**config.mk**
```make
export PLATFORM = sky130hd
export DESIGN_NAME = fetch_stage_flat
export DESIGN_NICKNAME = d
export VERILOG_FILES = /design/src/rtl/fetch_pkg.sv /design/src/rtl/fetch_stage_if.sv /design/src/rtl/fetch_stage_if_id_reg.sv /design/src/rtl/fetch_stage.sv /design/src/flat_wrapper.sv
export SDC_FILE = /design/constraint.sdc
export NUM_CORES = 1
export LEC_CHECK = 0
export CAP_MARGIN = 5
export CORE_ASPECT_RATIO = 0.9
export CORE_UTILIZATION = 31
export CTS_CLUSTER_DIAMETER = 100
export DETAILED_ROUTE_END_ITERATION = 12
export HOLD_SLACK_MARGIN = 0.06
export PLACE_DENSITY = 0.64
export SLEW_MARGIN = 10
export SYNTH_ARGS = -nofsm -noshare
export SYNTH_HDL_FRONTEND = slang
export SYNTH_SLANG_ARGS = --single-unit
```
**constraint.sdc**
```tcl
create_clock -name clk -period 4.04 [get_ports clk]
set_clock_uncertainty 0.1 [all_clocks]
set_input_delay 0.808 -clock clk [delete_from_list [all_inputs] [get_ports clk]]
set_output_delay 0.808 -clock clk [all_outputs]
set_load 0.05 [all_outputs]
```
**src/rtl/fetch_pkg.sv**
```systemverilog
// Shared types and constants for the LEGv8 instruction-fetch stage.
// FETCH_PERF_EN (optional) enables the delivered-instruction counter in fetch_stage.
package fetch_pkg;

  localparam int N      = 64;
  localparam int ROM_AW = 6;

  localparam logic [31:0]  NOP_INSTR = 32'h00000000;
  localparam logic [N-1:0] PC_INC    = 64'd4;
  localparam logic [N-1:0] WORD_MASK = ~64'd3;

  typedef enum logic [1:0] {
    BOOT = 2'd0,
    RUN  = 2'd1,
    HALT = 2'd2
  } fetch_state_t;

  typedef struct packed {
    logic [N-1:0] pc;
    logic [31:0]  instr;
    logic         valid;
  } if_id_t;

  localparam if_id_t IF_ID_BUBBLE = '{pc: 64'd0, instr: NOP_INSTR, valid: 1'b0};

  // Saturating increment: the counter sticks at all-ones instead of wrapping.
  function automatic logic [31:0] sat_inc32(input logic [31:0] v);
    if (v == 32'hFFFFFFFF) begin
      return v;
    end else begin
      return v + 32'd1;
    end
  endfunction

endpackage

```
**src/rtl/fetch_stage_if.sv**
```systemverilog
// Control, ROM and IF/ID signal bundle between the fetch stage and its surroundings.
// slave = fetch_stage side, master = core/testbench side.
interface fetch_stage_if;
  import fetch_pkg::*;

  logic                stall_i;
  logic                flush_i;
  logic                pcsrc_i;
  logic [N-1:0]        branch_target_i;
  logic                halt_i;
  logic [ROM_AW-1:0]   imem_addr_o;
  logic [31:0]         imem_q_i;
  logic [N-1:0]        pc_id_o;
  logic [31:0]         instr_id_o;
  logic                valid_id_o;
  logic                halted_o;
  logic [31:0]         fetch_cnt_o;

  modport slave (
    input  stall_i, flush_i, pcsrc_i, branch_target_i, halt_i, imem_q_i,
    output imem_addr_o, pc_id_o, instr_id_o, valid_id_o, halted_o, fetch_cnt_o
  );

  modport master (
    output stall_i, flush_i, pcsrc_i, branch_target_i, halt_i, imem_q_i,
    input  imem_addr_o, pc_id_o, instr_id_o, valid_id_o, halted_o, fetch_cnt_o
  );

endinterface

```
**src/rtl/fetch_stage_if_id_reg.sv**
```systemverilog
// IF/ID pipeline register: bubble beats hold beats load; idle cycles keep contents.
module if_id_reg
  import fetch_pkg::*;
(
  input  logic   clk,
  input  logic   rst_n,
  input  logic   i_load,
  input  logic   i_hold,
  input  logic   i_bubble,
  input  if_id_t i_d,
  output if_id_t o_q
);

  if_id_t r_q;

  // IF/ID storage with synchronous active-low reset to a bubble
  always_ff @(posedge clk) begin
    if (!rst_n) begin
      r_q <= IF_ID_BUBBLE;
    end else if (i_bubble) begin
      r_q <= IF_ID_BUBBLE;
    end else if (i_hold) begin
      r_q <= r_q;
    end else if (i_load) begin
      r_q <= i_d;
    end else begin
      r_q <= r_q;
    end
  end

  assign o_q = r_q;

endmodule

```
**src/rtl/fetch_stage.sv**
```systemverilog
// LEGv8 fetch stage: PC, next-PC selection, BOOT/RUN/HALT control and IF/ID capture.
// Define FETCH_PERF_EN to build the saturating delivered-instruction counter.
module fetch_stage
  import fetch_pkg::*;
(
  input  logic          clk,
  input  logic          reset,
  fetch_stage_if.slave  bus
);

  fetch_state_t r_state;
  fetch_state_t w_state_nxt;
  logic [N-1:0] r_pc;
  logic [N-1:0] w_pc_nxt;
  logic [N-1:0] w_target;
  logic         w_load;
  logic         w_hold;
  logic         w_bubble;
  if_id_t       w_ifid_d;
  if_id_t       w_ifid_q;

  assign w_target = bus.branch_target_i & WORD_MASK;
  assign w_ifid_d = '{pc: r_pc, instr: bus.imem_q_i, valid: 1'b1};

  // Next state, next PC and IF/ID control; redirect has top priority, even over stall
  always_comb begin
    w_state_nxt = r_state;
    w_pc_nxt    = r_pc;
    w_load      = 1'b0;
    w_hold      = 1'b0;
    w_bubble    = 1'b0;
    case (r_state)
      BOOT: begin
        w_state_nxt = RUN;
        w_pc_nxt    = 64'd0;
        w_bubble    = 1'b1;
      end
      RUN: begin
        if (bus.pcsrc_i) begin
          w_pc_nxt = w_target;
          w_bubble = 1'b1;
        end else if (bus.flush_i) begin
          w_bubble = 1'b1;
          if (!bus.stall_i) begin
            w_pc_nxt = r_pc + PC_INC;
          end else begin
            w_pc_nxt = r_pc;
          end
        end else if (bus.stall_i) begin
          w_hold = 1'b1;
        end else if (bus.halt_i) begin
          w_state_nxt = HALT;
          w_bubble    = 1'b1;
        end else begin
          w_load   = 1'b1;
          w_pc_nxt = r_pc + PC_INC;
        end
      end
      HALT: begin
        w_bubble = 1'b1;
        if (bus.pcsrc_i) begin
          w_state_nxt = RUN;
          w_pc_nxt    = w_target;
        end else begin
          w_state_nxt = HALT;
        end
      end
      default: begin
        w_state_nxt = BOOT;
        w_pc_nxt    = 64'd0;
        w_bubble    = 1'b1;
      end
    endcase
  end

  // State and PC registers
  always_ff @(posedge clk) begin
    if (!reset) begin
      r_state <= BOOT;
      r_pc    <= 64'd0;
    end else begin
      r_state <= w_state_nxt;
      r_pc    <= w_pc_nxt;
    end
  end

  if_id_reg u_if_id_reg (
    .clk      (clk),
    .rst_n    (reset),
    .i_load   (w_load),
    .i_hold   (w_hold),
    .i_bubble (w_bubble),
    .i_d      (w_ifid_d),
    .o_q      (w_ifid_q)
  );

`ifdef FETCH_PERF_EN
  logic [31:0] r_fetch_cnt;

  // Count every edge that loads a real instruction into IF/ID
  always_ff @(posedge clk) begin
    if (!reset) begin
      r_fetch_cnt <= 32'd0;
    end else if (w_load) begin
      r_fetch_cnt <= sat_inc32(r_fetch_cnt);
    end else begin
      r_fetch_cnt <= r_fetch_cnt;
    end
  end

  assign bus.fetch_cnt_o = r_fetch_cnt;
`else
  assign bus.fetch_cnt_o = 32'd0;
`endif

  assign bus.imem_addr_o = r_pc[ROM_AW+1:2];
  assign bus.pc_id_o     = w_ifid_q.pc;
  assign bus.instr_id_o  = w_ifid_q.instr;
  assign bus.valid_id_o  = w_ifid_q.valid;
  assign bus.halted_o    = (r_state == HALT);

endmodule

```
**src/flat_wrapper.sv**
```systemverilog
// flat-port wrapper written by rule: the top's interface ports become plain ports
module fetch_stage_flat import fetch_pkg::*;
  (clk, reset, bus_stall_i, bus_flush_i, bus_pcsrc_i, bus_branch_target_i, bus_halt_i, bus_imem_q_i, bus_imem_addr_o, bus_pc_id_o, bus_instr_id_o, bus_valid_id_o, bus_halted_o, bus_fetch_cnt_o);
  fetch_stage_if bus_i ();
  input  logic clk;
  input  logic reset;
  input wire logic [$bits(bus_i.stall_i)-1:0] bus_stall_i;
  input wire logic [$bits(bus_i.flush_i)-1:0] bus_flush_i;
  input wire logic [$bits(bus_i.pcsrc_i)-1:0] bus_pcsrc_i;
  input wire logic [$bits(bus_i.branch_target_i)-1:0] bus_branch_target_i;
  input wire logic [$bits(bus_i.halt_i)-1:0] bus_halt_i;
  input wire logic [$bits(bus_i.imem_q_i)-1:0] bus_imem_q_i;
  output wire logic [$bits(bus_i.imem_addr_o)-1:0] bus_imem_addr_o;
  output wire logic [$bits(bus_i.pc_id_o)-1:0] bus_pc_id_o;
  output wire logic [$bits(bus_i.instr_id_o)-1:0] bus_instr_id_o;
  output wire logic [$bits(bus_i.valid_id_o)-1:0] bus_valid_id_o;
  output wire logic [$bits(bus_i.halted_o)-1:0] bus_halted_o;
  output wire logic [$bits(bus_i.fetch_cnt_o)-1:0] bus_fetch_cnt_o;
  assign bus_i.stall_i = bus_stall_i;
  assign bus_i.flush_i = bus_flush_i;
  assign bus_i.pcsrc_i = bus_pcsrc_i;
  assign bus_i.branch_target_i = bus_branch_target_i;
  assign bus_i.halt_i = bus_halt_i;
  assign bus_i.imem_q_i = bus_imem_q_i;
  assign bus_imem_addr_o = bus_i.imem_addr_o;
  assign bus_pc_id_o = bus_i.pc_id_o;
  assign bus_instr_id_o = bus_i.instr_id_o;
  assign bus_valid_id_o = bus_i.valid_id_o;
  assign bus_halted_o = bus_i.halted_o;
  assign bus_fetch_cnt_o = bus_i.fetch_cnt_o;
  fetch_stage u_core (.clk(clk), .reset(reset), .bus(bus_i));
endmodule
```
=== Word level (Yosys, flattened, before mapping) ===
Index checks and enable logic that the tools add are counted.

* Add/sub/neg operators: 1
* Equality and inequality tests: 9
* Bitwise logic cells: 2
* Muxes and demuxes: 27
* Reductions and logical operators: 5

{| class="wikitable"
|+ Operator list
! kind !! count
|-
| $mux W64 || 6
|-
| $pmux W64 S2 || 1
|-
| $add A64 B3 Y64 const B || 1
|-
| $mux W1 || 14
|-
| $mux W2 || 5
|-
| $ne A2 B2 Y1 const B || 5
|-
| $pmux W2 S3 || 1
|-
| $ne A4 B4 Y1 const B || 1
|-
| $reduce_and A4 Y1 || 1
|-
| $ne A3 B3 Y1 const B || 1
|-
| $reduce_and A3 Y1 || 1
|-
| $eq A2 B1 Y1 const B || 1
|-
| $eq A2 B2 Y1 const B || 1
|-
| $logic_not A2 Y1 || 1
|-
| $not A1 Y1 || 2
|-
| $reduce_and A2 Y1 || 1
|-
| $reduce_or A2 Y1 || 1
|}

* Flip-flop bits (word level): 163
* Word-level logic and storage cells: 49
* Bits of input ports: 102

=== Logic depth before layout (Yosys ltp) ===
* Depth after elaboration: 6
* Gate-level depth with buffers: 10

=== By module ===
A second synthesis with hierarchy kept.

* Cell total of the unflattened synthesis: 1001
* Area, all modules: 7739.9 sq um

{| class="wikitable"
|+ Modules (own cells, without submodules)
! module !! area an instance (sq um) !! times used !! cells an instance !! seq. area each (sq um)
|-
| fetch_stage || 4385.5 || 1 || 577 || 1281.2
|-
| if_id_reg || 3354.5 || 1 || 424 || 1941.9
|}

=== Least setup slack after synthesis ===
Ideal clock, no wire load.

* Path type: flip-flop to flip-flop
* From: reg u_core.r_state[0]
* To: reg u_core.r_pc[34]
* Clock period less this slack: 2.572 ns
* Setup slack: 1.468 ns
* Stages on the path, launching flop included: 11
* Required time: 3.810 ns
* Arrival time: 2.343 ns
* Setup time: 0.130 ns
* Cells stage by stage: dfxtp_1 -> inv_1 -> ha_1 -> nor2_1 -> a211o_2 -> and3_1 -> clkbuf_1 -> buf_1 -> a22o_2 -> nand2_1 -> o21ai_0

* Word-level cells in the longest chain between the ends: 3
* Elaborated cells between the ends (all ways): 7
* Those cells by class: eq/ne (5); mux (1); reduce/logical (1)

{| class="wikitable"
|+ Ends and longest elaborated chain
! item !! line !! RTL
|-
| start, declared || fetch_stage.sv:11 || <nowiki>fetch_state_t r_state;</nowiki>
|-
| start signal, assigned || fetch_stage.sv:82 || <nowiki>r_state <= w_state_nxt;</nowiki>
|-
| $eq A2 B2 Y1 * || -- ||
|-
| named net bus_halted_o || flat_wrapper.sv:17 || <nowiki>output wire logic [$bits(bus_i.halted_o)-1:0] bus_halted_o;</nowiki>
|-
| $ne A2 B2 Y1 (no line) || -- ||
|-
| $reduce_and A3 Y1 (no line) || -- ||
|-
| end signal, assigned || fetch_stage.sv:83 || <nowiki>r_pc <= w_pc_nxt;</nowiki>
|-
| end, declared || fetch_stage.sv:13 || <nowiki>logic [N-1:0] r_pc;</nowiki>
|}

The timed path passes the listed nets; every way through them passes the cells marked *.
A chain may end at the register's enable or synchronous reset.

=== Final worst setup path ===
* From: reg u_core.r_pc[4]
* To: reg u_core.r_pc[59]

* Word-level cells in the longest chain between the ends: 6
* Elaborated cells between the ends (all ways): 7
* Those cells by class: add/sub (1); mux (6)

{| class="wikitable"
|+ Ends and longest elaborated chain
! item !! line !! RTL
|-
| $add A64 B3 Y64 * || fetch_stage.sv:45, fetch_stage.sv:56 ||
|-
| $mux W64 || fetch_stage.sv:51 || <nowiki>end else if (bus.halt_i) begin</nowiki>
|-
| $mux W64 || fetch_stage.sv:49 || <nowiki>end else if (bus.stall_i) begin</nowiki>
|-
| $mux W64 * || fetch_stage.sv:42 || <nowiki>end else if (bus.flush_i) begin</nowiki>
|-
| $mux W64 * || fetch_stage.sv:39 || <nowiki>if (bus.pcsrc_i) begin</nowiki>
|-
| $pmux W64 S2 * || fetch_stage.sv:32 || <nowiki>case (r_state)</nowiki>
|}

Mark *: on every way between the ends. The rest lies on a longest branch, timed or not. The select of a mux whose other input is x is not followed.

==> run summary <==
Synth async-reset ratio: 0
Worst skew pair latency: 0.43 ns
Fin crit share: 0.741
Fmax: 334 MHz
Arr. time, crit path: 3.25 ns
Worst r2r path cells: 6
Top-count cell post-synth: nand2_1
CTS tree: done
Worst endpoint required time: 4.30 ns
Clock buffer count from CTS: 17
Vias in the first global route: 7167
Fin util: 0.432
Crit path kind: reg2reg
Post-Synth XOR/XNOR Area: 0.0294
Layout cell share with drive strength beyond 1: 0.0647
Post-synth top area share: 0.411
Max VDD drop: 0.000309 V
Syn Area/Cell: 7.70 sq um
Resized Gates After CTS: 0
Worst Setup Slack, final: 1.05 ns
# H-tree levels: 4
RSZ-0062 raised after global routing: false
GRT Util Overall: 0.202
DRT antenna net count: 0
Largest family of logic cells by synthesized area: simple AND/OR/NAND/NOR gates
Sequential fraction of the synthesis area: 0.411
Routed via count: 7864
# Max-Cap Violations: 0
Core area: 24400 sq um
# port buffers: 201
Initial DRC count: 676
Status: finished, final reports clean
Setup bufs post-CTS: 0
Area delta synth->final: 36.0%
Slew headroom: 0.306
Sum Neg Setup Slack: 0 ns
Final setup fails: 0
Worst-path clk slew: 0.07 ns
Syn Inst Count: 1007
Die Area: 25600 sq um
Yosys reg bits: 159
Tmin final: 2.99 ns
Proportion of synthesized area in mux cells: 0.00258
Area leader, netlist: dfxtp_1
I/O Pins: 238
Drt pass-1 iters: 5
HP Start: u_core.u_if_id_reg.o_q[2]
Reg2reg end: u_core.r_pc[59]
Die Span Y: 152 um
Worst-Margin Slew: 1.04 ns
Die Span X: 169 um
Worst Setup Slack post-DPL: 0.616 ns
Drt wl/cell: 17.1 um
Reg2reg setup slack: 1.05 ns
Top_reg_cell synth: dfxtp_1
Hpwl dp: 18.2 mm
Pleak: 3.33 nW
Max-slew violation count: 0
Number of flops mapped to enable cells by yosys: 0
Site Rows: 54
Synthesized area: 7750 sq um
RR Startpoint: u_core.r_pc[4]
Post-route cell area: 10500 sq um
Critical Path End Type: register
Hold Path Depth: 2
Final Hold Fails: 0
Hold WC Path Type: reg2reg
GPL Wtd Cong: 0.888
Synth top area cells: dfxtp_1 41%, nand2_1 12%, a21oi_1 7.6%, buf_4 3.9%, o21ai_0 3.1%
Critical-path maximum fanout: 13
Grt total ovfl: 0
Post-Synth Adder-Cell Area: 0.00807
CTS sink count: 159
Post-synth top cells: 253 x nand2_1, 159 x dfxtp_1, 117 x a21oi_1
# DRC: 0
NumNets Final: 1284
CP Launch Type: register
YS warnings: 0
Clk buf depth: 2
Pin count of the biggest net entering global routing: 96
DRT Wirelength: 26.1 mm
Clk Tree Root Cell: clkbuf_16
Synth Area in Simple Gates: 0.266
Via density: 5.15
Hold_buf cts: 0
Hold endpoint: u_core.u_if_id_reg.o_q[2]
Antenna cells: 0
Count of cell types in the netlist: 65
Initial Utilization: 0.318
Placed Area: 9950 sq um
Initial antenna violation count: 0
Global-route wire length before repair: 40.9 mm
PwrDens: 412 nW/um^2
Synth Area in Compound Gates: 0.205
==> registers in the layout (all words and copies together) (netlist names) <==
| signal | cells |
|---|---|
| u_core.u_if_id_reg.o_q | 95 |
| u_core.r_pc | 62 |
| u_core.r_state | 2 |
==> worst max path at each step <==
stage / slack (ns) / from / to
detailed placement: 0.62 / bus_flush_i / u_core.r_pc[22]
finish: 1.05 / u_core.r_pc[4] / u_core.r_pc[59]
floorplan: 1.47 / u_core.r_state[0] / u_core.r_pc[34]
global placement: 0.70 / bus_flush_i / u_core.r_pc[22]
global route: 0.85 / u_core.r_pc[4] / u_core.r_pc[59]
CTS: 1.05 / u_core.r_pc[4] / u_core.r_pc[59]
==> worst max-delay path: stages, from the launching register on <==
cell	delay, ns
dfxtp_1	0.47
and4_1	0.34
nand4_2	0.37
or4_4	0.71
or3_4	0.35
or4_1	0.41
a31oi_1	0.16
==> area by class of cell <==
class                           count  area (sq um)
Clock inverter                     14           155
Multi-Input combinational cell    768          4130
Tap cell                          336           420
Sequential cell                   159          3180
Timing Repair Buffer              222          2180
Fill cell                        2508         13800
Clock buffer                       18           439
Inverter                            9          33.8
==> metal layers <==
| metal | vias up | GRT usage | part of all wire |
|---|---|---|---|
| met1 | 3717 | 0.280 | 0.46 |
| met3 | 34 | 0.0425 | 0.069 |
| li1 | 3815 | - | - |
| met4 | 0 | 0.0697 | 0.021 |
| met5 | - | 0 | 0 |
| met2 | 298 | 0.309 | 0.45 |
==> placed cells by master (no fill, tap or decap), drive strengths merged, types with 15 or more instances in the layout <==
| cell | Yosys | layout |
|---|---|---|
| a21oi | 117 | 117 |
| dfxtp | 159 | 159 |
| o22ai | 16 | 16 |
| clkdlybuf4s50 | 0 | 201 |
| nand3 | 43 | 43 |
| nor3 | 17 | 17 |
| buf | 50 | 21 |
| a22oi | 29 | 29 |
| nand2 | 254 | 254 |
| clkbuf | 54 | 18 |
| nand4 | 17 | 17 |
| inv | 9 | 15 |
| conb | 1 | 34 |
| nor2 | 24 | 24 |
| xor2 | 16 | 16 |
| and3 | 15 | 15 |
| o21ai | 48 | 48 |
==> power by group <==
part / total, mW / switching [mW] / internal (mW)
sequential: 1.74 / 0.110 / 1.63
clock: 1.66 / 0.718 / 0.940
combinational: 0.941 / 0.616 / 0.325
==> cell families (layout without fill, tap and decap cells) <==
kind of cell    after synthesis  count (layout)
simple gates                437             437
compound gates              264             264
flops                       159             159
buf+inv                     113             263
xor+xnor                     26              26
fa+ha+maj                     5               5
mux                           2               2
other cells                   1              34
==> metrics by stage <==
stage | hold WS [ns] | power [mW] | cells
CTS | 0.356 | 4.36 | 1526
floorplan | 0.358 | 2.36 | 1040
global placement | 0.341 | 2.69 | 1494
global route | 0.372 | 4.52 | 1526
finish | 0.353 | 4.34 | 1526
detailed placement | 0.346 | 2.70 | 1494
(Power assumes the default switching activity.)
